File: config.mk
export PLATFORM = sky130hd
export DESIGN_NAME = rsa_decrypt
export DESIGN_NICKNAME = d
export VERILOG_FILES = /design/src/rtl/rsa_decrypt.sv
export SDC_FILE = /design/constraint.sdc
export NUM_CORES = 1
export LEC_CHECK = 0
export CAP_MARGIN = 15
export CELL_PAD_IN_SITES_DETAIL_PLACEMENT = 0
export CELL_PAD_IN_SITES_GLOBAL_PLACEMENT = 2
export CORE_AREA = 2 2 169 171
export CTS_CLUSTER_DIAMETER = 50
export DETAILED_ROUTE_END_ITERATION = 6
export DIE_AREA = 0 0 171 173
export DONT_BUFFER_PORTS = 1
export GPL_TIMING_DRIVEN = 0
export PLACE_DENSITY_LB_ADDON = 0.3
export SLEW_MARGIN = 20
export SYNTH_ARGS = -nofsm -noshare
export SYNTH_HDL_FRONTEND = slang
export SYNTH_SLANG_ARGS = --single-unit
File: constraint.sdc
create_clock -name clk -period 8.8 [get_ports clk]
set_input_delay 1.32 -clock clk [delete_from_list [all_inputs] [get_ports clk]]
set_output_delay 1.32 -clock clk [all_outputs]
set_load 0.05 [all_outputs]
File: src/rtl/rsa_decrypt.sv
// RSA decryption core: message = cipher^d mod n, computed by constant-time LSB-first
// square-and-multiply over two bit-serial interleaved modular multipliers.
module rsa_decrypt #(
  parameter int WIDTH = 16
) (
  input  logic             clk,
  input  logic             reset_n,
  input  logic             in_valid,
  output logic             in_ready,
  input  logic [WIDTH-1:0] cipher,
  input  logic [WIDTH-1:0] d,
  input  logic [WIDTH-1:0] n,
  output logic             out_valid,
  input  logic             out_ready,
  output logic [WIDTH-1:0] message,
  output logic             error,
  output logic             busy
);

  localparam int CW = (WIDTH > 1) ? $clog2(WIDTH) : 1;
  localparam logic [CW-1:0] LAST_C = CW'(WIDTH - 1);
  localparam logic [CW-1:0] ONE_C  = CW'(1'b1);

  typedef enum logic [1:0] {
    IDLE    = 2'd0,
    COMPUTE = 2'd1,
    DONE    = 2'd2
  } state_t;

  // One interleaved step: acc*2 (+a when the base bit is set), reduced mod m.
  // acc and a stay below m, so every intermediate fits in WIDTH+2 bits.
  function automatic logic [WIDTH:0] mod_step(input logic [WIDTH:0]   acc,
                                              input logic [WIDTH-1:0] a,
                                              input logic             bit_set,
                                              input logic [WIDTH-1:0] m);
    logic [WIDTH+1:0] t;
    t = {acc, 1'b0};
    if (t >= {2'b00, m}) t = t - {2'b00, m};
    else                 t = t;
    if (bit_set) t = t + {2'b00, a};
    else         t = t;
    if (t >= {2'b00, m}) t = t - {2'b00, m};
    else                 t = t;
    return t[WIDTH:0];
  endfunction

  state_t           state_q, state_d;
  logic [WIDTH-1:0] result_q, result_d;
  logic [WIDTH-1:0] base_q, base_d;
  logic [WIDTH-1:0] exp_q, exp_d;
  logic [WIDTH-1:0] n_q, n_d;
  logic [WIDTH:0]   acc1_q, acc1_d;
  logic [WIDTH:0]   acc2_q, acc2_d;
  logic [CW-1:0]    bit_q, bit_d;
  logic [CW-1:0]    step_q, step_d;
  logic [WIDTH-1:0] message_q, message_d;
  logic             error_q, error_d;
  logic             in_ready_q, in_ready_d;
  logic             out_valid_q, out_valid_d;
  logic             busy_q, busy_d;

  logic             base_bit_s;
  logic [WIDTH:0]   p1_s;
  logic [WIDTH:0]   p2_s;
  logic [WIDTH-1:0] new_result_s;

  assign base_bit_s   = base_q[LAST_C - step_q];
  assign p1_s         = mod_step(acc1_q, result_q, base_bit_s, n_q);
  assign p2_s         = mod_step(acc2_q, base_q, base_bit_s, n_q);
  assign new_result_s = exp_q[0] ? p1_s[WIDTH-1:0] : result_q;

  // Next-state, datapath and registered-output logic.
  always_comb begin
    state_d   = state_q;
    result_d  = result_q;
    base_d    = base_q;
    exp_d     = exp_q;
    n_d       = n_q;
    acc1_d    = acc1_q;
    acc2_d    = acc2_q;
    bit_d     = bit_q;
    step_d    = step_q;
    message_d = message_q;
    error_d   = error_q;

    case (state_q)
      IDLE: begin
        if (in_valid) begin
          n_d    = n;
          base_d = cipher;
          exp_d  = d;
          if ((n < WIDTH'(2)) || (cipher >= n)) begin
            state_d   = DONE;
            error_d   = 1'b1;
            message_d = {WIDTH{1'b0}};
          end else begin
            state_d  = COMPUTE;
            result_d = {{(WIDTH-1){1'b0}}, 1'b1};
            acc1_d   = {(WIDTH+1){1'b0}};
            acc2_d   = {(WIDTH+1){1'b0}};
            bit_d    = {CW{1'b0}};
            step_d   = {CW{1'b0}};
          end
        end else begin
          state_d = IDLE;
        end
      end
      COMPUTE: begin
        if (step_q == LAST_C) begin
          // End of a period: P1 is always formed, only its use depends on exp[0].
          acc1_d   = {(WIDTH+1){1'b0}};
          acc2_d   = {(WIDTH+1){1'b0}};
          step_d   = {CW{1'b0}};
          result_d = new_result_s;
          base_d   = p2_s[WIDTH-1:0];
          exp_d    = exp_q >> 1;
          bit_d    = bit_q + ONE_C;
          if (bit_q == LAST_C) begin
            state_d   = DONE;
            message_d = new_result_s;
            error_d   = 1'b0;
          end else begin
            state_d = COMPUTE;
          end
        end else begin
          acc1_d = p1_s;
          acc2_d = p2_s;
          step_d = step_q + ONE_C;
        end
      end
      DONE: begin
        if (out_ready) state_d = IDLE;
        else           state_d = DONE;
      end
      default: state_d = IDLE;
    endcase

    in_ready_d  = (state_d == IDLE);
    out_valid_d = (state_d == DONE);
    busy_d      = (state_d != IDLE);
  end

  // State and datapath registers.
  always_ff @(posedge clk or negedge reset_n) begin
    if (!reset_n) begin
      state_q     <= IDLE;
      result_q    <= {WIDTH{1'b0}};
      base_q      <= {WIDTH{1'b0}};
      exp_q       <= {WIDTH{1'b0}};
      n_q         <= {WIDTH{1'b0}};
      acc1_q      <= {(WIDTH+1){1'b0}};
      acc2_q      <= {(WIDTH+1){1'b0}};
      bit_q       <= {CW{1'b0}};
      step_q      <= {CW{1'b0}};
      message_q   <= {WIDTH{1'b0}};
      error_q     <= 1'b0;
      in_ready_q  <= 1'b1;
      out_valid_q <= 1'b0;
      busy_q      <= 1'b0;
    end else begin
      state_q     <= state_d;
      result_q    <= result_d;
      base_q      <= base_d;
      exp_q       <= exp_d;
      n_q         <= n_d;
      acc1_q      <= acc1_d;
      acc2_q      <= acc2_d;
      bit_q       <= bit_d;
      step_q      <= step_d;
      message_q   <= message_d;
      error_q     <= error_d;
      in_ready_q  <= in_ready_d;
      out_valid_q <= out_valid_d;
      busy_q      <= busy_d;
    end
  end

  assign in_ready  = in_ready_q;
  assign out_valid = out_valid_q;
  assign message   = message_q;
  assign error     = error_q;
  assign busy      = busy_q;

endmodule

* Word-level counts from Yosys, hierarchy flattened *
Index checks and enable logic that the tools add are counted.

word-level totals
  flip-flop bits (word level) = 128
  bits in latches = 0
  RAM bits = 0
  bits in read-only memories = 0
  output and inout port bits = 20
  memories = 0

operators by class
  add/sub/neg operators = 9
  multiply operators = 0
  divide/modulo/power cells = 0
  magnitude comparators = 7
  eq/ne operators = 10
  shift operators = 0
  muxes and demuxes = 47
  bitwise operators = 0
  reductions and logical operators = 10

operators with widths
  operator                                                                number
  16-bit 2-to-1 mux                                                       12
  16-bit one-hot mux with 2 select lines                                  4
  17-bit 2-to-1 mux                                                       6
  18-bit by 16-bit >= comparator with 1-bit output                        4
  18-bit 2-to-1 mux                                                       4
  17-bit one-hot mux with 2 select lines                                  2
  18-bit by 16-bit adder with 18-bit output                               2
  18-bit by 16-bit subtractor with 18-bit output                          2
  17-bit by 16-bit subtractor with 17-bit output                          2
  16-bit >= comparator                                                    1
  16-bit by 2-bit < comparator with 1-bit output (second input constant)  1
  4-bit 2-to-1 mux                                                        4
  4-bit one-hot mux with 2 select lines                                   2
  2-bit 2-to-1 mux                                                        5
  2-bit != test (second input constant)                                   5
  4-bit by 1-bit adder with 4-bit output (second input constant)          2
  4-bit == test (second input constant)                                   2
  2-bit one-hot mux with 3 select lines                                   1
  3-bit AND reduction                                                     2
  4-bit by 5-bit < comparator with 1-bit output (second input constant)   1
  1-bit 2-to-1 mux                                                        5
  5-bit AND reduction                                                     1
  1-bit binary-select mux with 4-bit select                               1
  2-bit == test (second input constant)                                   2
  8 further kinds                                                         10

* Depth between registers and ports, before layout *
  depth in word-level cells = 10
  depth in mapped cells = 31
  gate-level depth less buffers = 29

* Worst setup path after synthesis *
No wires, ideal clock.

  path type = reg2reg
  start = reg n_q[0]
  end = reg message_q[12], in the netlist message[12]
  setup time = 124 ps
  arrival = 6,503 ps
  path slack = 2,173 ps
  cell stages (with the launch flop) = 28
  buffers on the path = 0
  path through = dfrtp_1 inv_1 fa_1 a21o_1 a221oi_2 o21bai_1 a211oi_2 mux2i_1 inv_1 ha_1 a211oi_1 o211ai_1 nand2_1 o21ai_0 xor2_1 a22o_1 a31o_2 ha_1 a21o_1 a211oi_1 o21bai_1 nand2_1 o21ai_0 o41ai_1 nand2_1 a21oi_4 mux2_2 a211o_1

on the way
  longest elaborated chain between the ends = 10

ends and longest elaborated chain
  element                                                                                                                    line  text
  start: declaration                                                                                                         51    logic [WIDTH-1:0] n_q, n_d;
  start signal: assignment                                                                                                   150   n_q <= {WIDTH{1'b0}};
  start signal: assignment                                                                                                   165   n_q <= n_d;
  18-bit by 16-bit subtractor with 18-bit output / 18-bit by 16-bit >= comparator with 1-bit output (equally long branches)  38    if (t >= {2'b00, m}) t = t - {2'b00, m};
  18-bit 2-to-1 mux                                                                                                          38
  18-bit by 16-bit adder with 18-bit output                                                                                  40    if (bit_set) t = t + {2'b00, a};
  18-bit 2-to-1 mux                                                                                                          40
  17-bit by 16-bit subtractor with 17-bit output / 18-bit by 16-bit >= comparator with 1-bit output (equally long branches)  42    if (t >= {2'b00, m}) t = t - {2'b00, m};
  17-bit 2-to-1 mux (*)                                                                                                      42
  16-bit 2-to-1 mux (*)                                                                                                      70    assign new_result_s = exp_q[0] ? p1_s[WIDTH-1:0] : result_q;
  16-bit 2-to-1 mux (*)                                                                                                      118   if (bit_q == LAST_C) begin
  16-bit 2-to-1 mux (*)                                                                                                      109   if (step_q == LAST_C) begin
  16-bit one-hot mux with 2 select lines (*)                                                                                 86    case (state_q)
  end signal: assignment                                                                                                     155   message_q <= {WIDTH{1'b0}};
  end signal: assignment                                                                                                     170   message_q <= message_d;
  end: declaration                                                                                                           56    logic [WIDTH-1:0] message_q, message_d;

Every way passes the cells marked *; elsewhere a longest branch is shown, timed or not. The select of a mux whose other input is x is not followed.
A chain may end at the register's enable or synchronous reset.

* Final worst setup path *
  start = reg n_q[0]
  end = reg result_q[13]

on the way
  longest elaborated chain between the ends = 9

ends and longest elaborated chain
  element                                                                                                                    line  text
  18-bit by 16-bit subtractor with 18-bit output / 18-bit by 16-bit >= comparator with 1-bit output (equally long branches)  38
  18-bit 2-to-1 mux                                                                                                          38
  18-bit by 16-bit adder with 18-bit output                                                                                  40
  18-bit 2-to-1 mux                                                                                                          40
  17-bit by 16-bit subtractor with 17-bit output / 18-bit by 16-bit >= comparator with 1-bit output (equally long branches)  42
  17-bit 2-to-1 mux (*)                                                                                                      42
  16-bit 2-to-1 mux (*)                                                                                                      70
  16-bit 2-to-1 mux (*)                                                                                                      109
  16-bit one-hot mux with 2 select lines (*)                                                                                 86
  end signal: assignment                                                                                                     147   result_q <= {WIDTH{1'b0}};
  end signal: assignment                                                                                                     162   result_q <= result_d;
  end: declaration                                                                                                           48    logic [WIDTH-1:0] result_q, result_d;

Marks and branches as above.

==> metrics.txt <==
Fmax achieved 120 MHz; Worst Min Path Start exp_q[15]; clk root buf clkbuf_16; RSZ-0062 raised after global routing no; antenna diode count 0; Sequential Area about 3200 um2; Initial Utilization 40.8%; EDFF count, synth 0; die width 171 um; setup bufs post-CTS 0; sequential area share after synthesis 28.4%; Gate Count Post-Synth approximately 1300; die footprint 29600 um2; Filler cells 2881; Syn-to-layout area delta 9.89%; area leader, netlist dfrtp_1; DRT Pass-1 Iters 5; CTS Hold Bufs 0; DIE HEIGHT 173 um; RR Startpoint n_q[0]; Yosys warning count 0; ANT nets after route 0; CTS Buf Count 17; CTS tree built; Yosys cell types 74; Crit Path Class reg -> reg; post-CTS sizing 1; final std cells w/o fill around 1700; cell mode on critical path nand2_1; Via density 5.96; flops & latches, synth 128; Final Net Count 1502; Worst-Skew Late Latency 0.43 ns; GRT Util Overall between 20% and 30%; sink of the worst hold path exp_q[15]; CTS H-tree depth 4; Reg clk slew, reported paths 0.07 ns; setup-violating endpoint count in the final report 0; CP arrival just under 9 ns; crit start category register; Iter 0 DRT Violations 807; worst hold path class reg -> reg; fin. max-slew vios 0; core area 27600 um2; status finished clean; most frequent cells in the layout dfrtp_1, nand2_1, ha_1, nor2_1; io pins 72; area share of the largest cell type after synthesis 28.2%; post-route setup TNS 0 ns; Max Cap Viol 0; Mapped Area 11300 um2; CP required 9.10 ns; Worst setup startpoint n_q[0]; Tmin final 8.36 ns; Crit-path slowest cell fa_1; Placed Cells 1689; final worst-path cycle share 95.0%; largest net degree at the start of global routing between 100 and 150; reg-to-reg critical path endpoint result_q[13]; Mean Syn Cell Area between 8 and 9 um2; Routed WL per cell around 22 um; GRT overflow 0; FFs w/ async S/R, synth 100%; vias in the first global route 9853; largest incremental delay on the critical path 0.53 ns; drt drc 0; WL final 37600 um; Vias 10261; top post-synthesis cells by area dfrtp_1, ha_1, a21oi_1; flop-to-flop setup slack 0.44 ns; Slew HR 41.4%; PortBufs 0; FF-to-FF path depth 29; area of the multi-input gates 7660 um2; share of layout cells above drive strength 1 6.78%; commonest non-fill, non-tap cell in the layout dfrtp_1; maximum fanout along the worst path 10; Max Root-Sink Buffers 2; global-route wire length before repair 58000 um; initial antenna violation count 1; pin slew with the least headroom to its limit approximately 0.87 ns; Hold Crit Depth 2; Place WS -0.0309 ns; Worst setup EP type register; clk sinks 128; Worst Skew 0.0117 ns; top_reg_cell synth dfrtp_1; Final GP Congestion 0.895; Final Hold Viols 0; Rows 61; DP HPWL 29700 um; net count after synthesis around 1500; setup ws final around 0.44 ns
-- critical path, delay by kind of cell (launching register included) --
kind / cells / cell delay, ns
fa+ha+maj: 3 / 1.13
buf+inv: 3 / 0.82
compound gates: 17 / 4.45
xor+xnor: 1 / 0.13
simple gates: 4 / 0.66
flops: 1 / 0.46
mux: 1 / 0.53
-- synth_stat cells, types with 12 or more instances --
| library cell | instances |
|---|---|
| a211oi_1 | 13 |
| a21o_1 | 38 |
| a21oi_1 | 96 |
| a22oi_1 | 12 |
| a31oi_1 | 23 |
| clkbuf_1 | 40 |
| dfrtp_1 | 127 |
| ha_1 | 114 |
| inv_1 | 70 |
| mux2_2 | 20 |
| mux2i_1 | 43 |
| nand2_1 | 114 |
| nand2b_1 | 15 |
| nand3_1 | 22 |
| nand4_1 | 16 |
| nor2_1 | 97 |
| nor3_1 | 29 |
| o211ai_1 | 13 |
| o21a_1 | 18 |
| o21ai_0 | 95 |
| o21ai_1 | 12 |
| o21bai_1 | 12 |
| o2bb2ai_1 | 28 |
| xnor2_1 | 53 |
| xor2_1 | 30 |
-- cell families (layout without fill, tap and decap cells) --
logic type,after synthesis,after routing,share of synthesized area [%]
mux,68,68,6.81
flops,128,128,28.4
buf+inv,121,153,4.21
compound gates,440,440,26.0
xor+xnor,83,83,6.45
simple gates,351,351,14.4
fa+ha+maj,120,120,13.7
-- worst max path at each step --
stage                        end  slack [ns]  cells after the start
floorplan            message[12]        2.17                     27
global placement      message[9]       -0.05                     29
detailed placement  result_q[13]       -0.03                     29
CTS                 result_q[13]        0.04                     29
global route          base_q[10]        0.01                     27
finish              result_q[13]        0.44                     29
-- state kept, by name (all words and copies together) (netlist names) --
register   cells
out_valid      1
state_q        2
message       16
busy           1
bit_q          4
error          1
acc1_q        17
n_q           16
base_q        16
step_q         4
exp_q         16
acc2_q        17
in_ready       1
result_q      16
-- layer usage --
| metal | global-route usage (%) | wire [um] |
|---|---|---|
| met1 | 39.6 | 18500 |
| met2 | 37.5 | 15900 |
| met3 | 3.34 | 2480 |
| met4 | 7.03 | 801 |
| met5 | 0 | 0 |
-- per-stage QoR --
| step | util, % | cell area (um2) | hold WS (ns) |
|---|---|---|---|
| 2_1_floorplan | - | 11300 | 0.439 |
| 3_3_place_gp | 42.5 | 11700 | 0.455 |
| 3_5_place_dp | 42.5 | 11700 | 0.462 |
| 4_1_cts | 44.6 | 12300 | 0.476 |
| 5_1_grt | 44.8 | 12400 | 0.505 |
| 6_report | 44.8 | 12400 | 0.471 |
-- cell type report --
class | instances | area share (%)
plain buffers | 50 | 1.69
clock buffers | 18 | 3.54
clock inverters | 14 | 1.13
inverters | 71 | 2.15
multi-input cells | 1062 | 61.8
flip-flops and latches | 128 | 25.9
well taps | 378 | 3.82
Power is left out: the tool's default activity adds up to more than one toggle a clock period on the data nets, which glitch-free logic cannot reach.
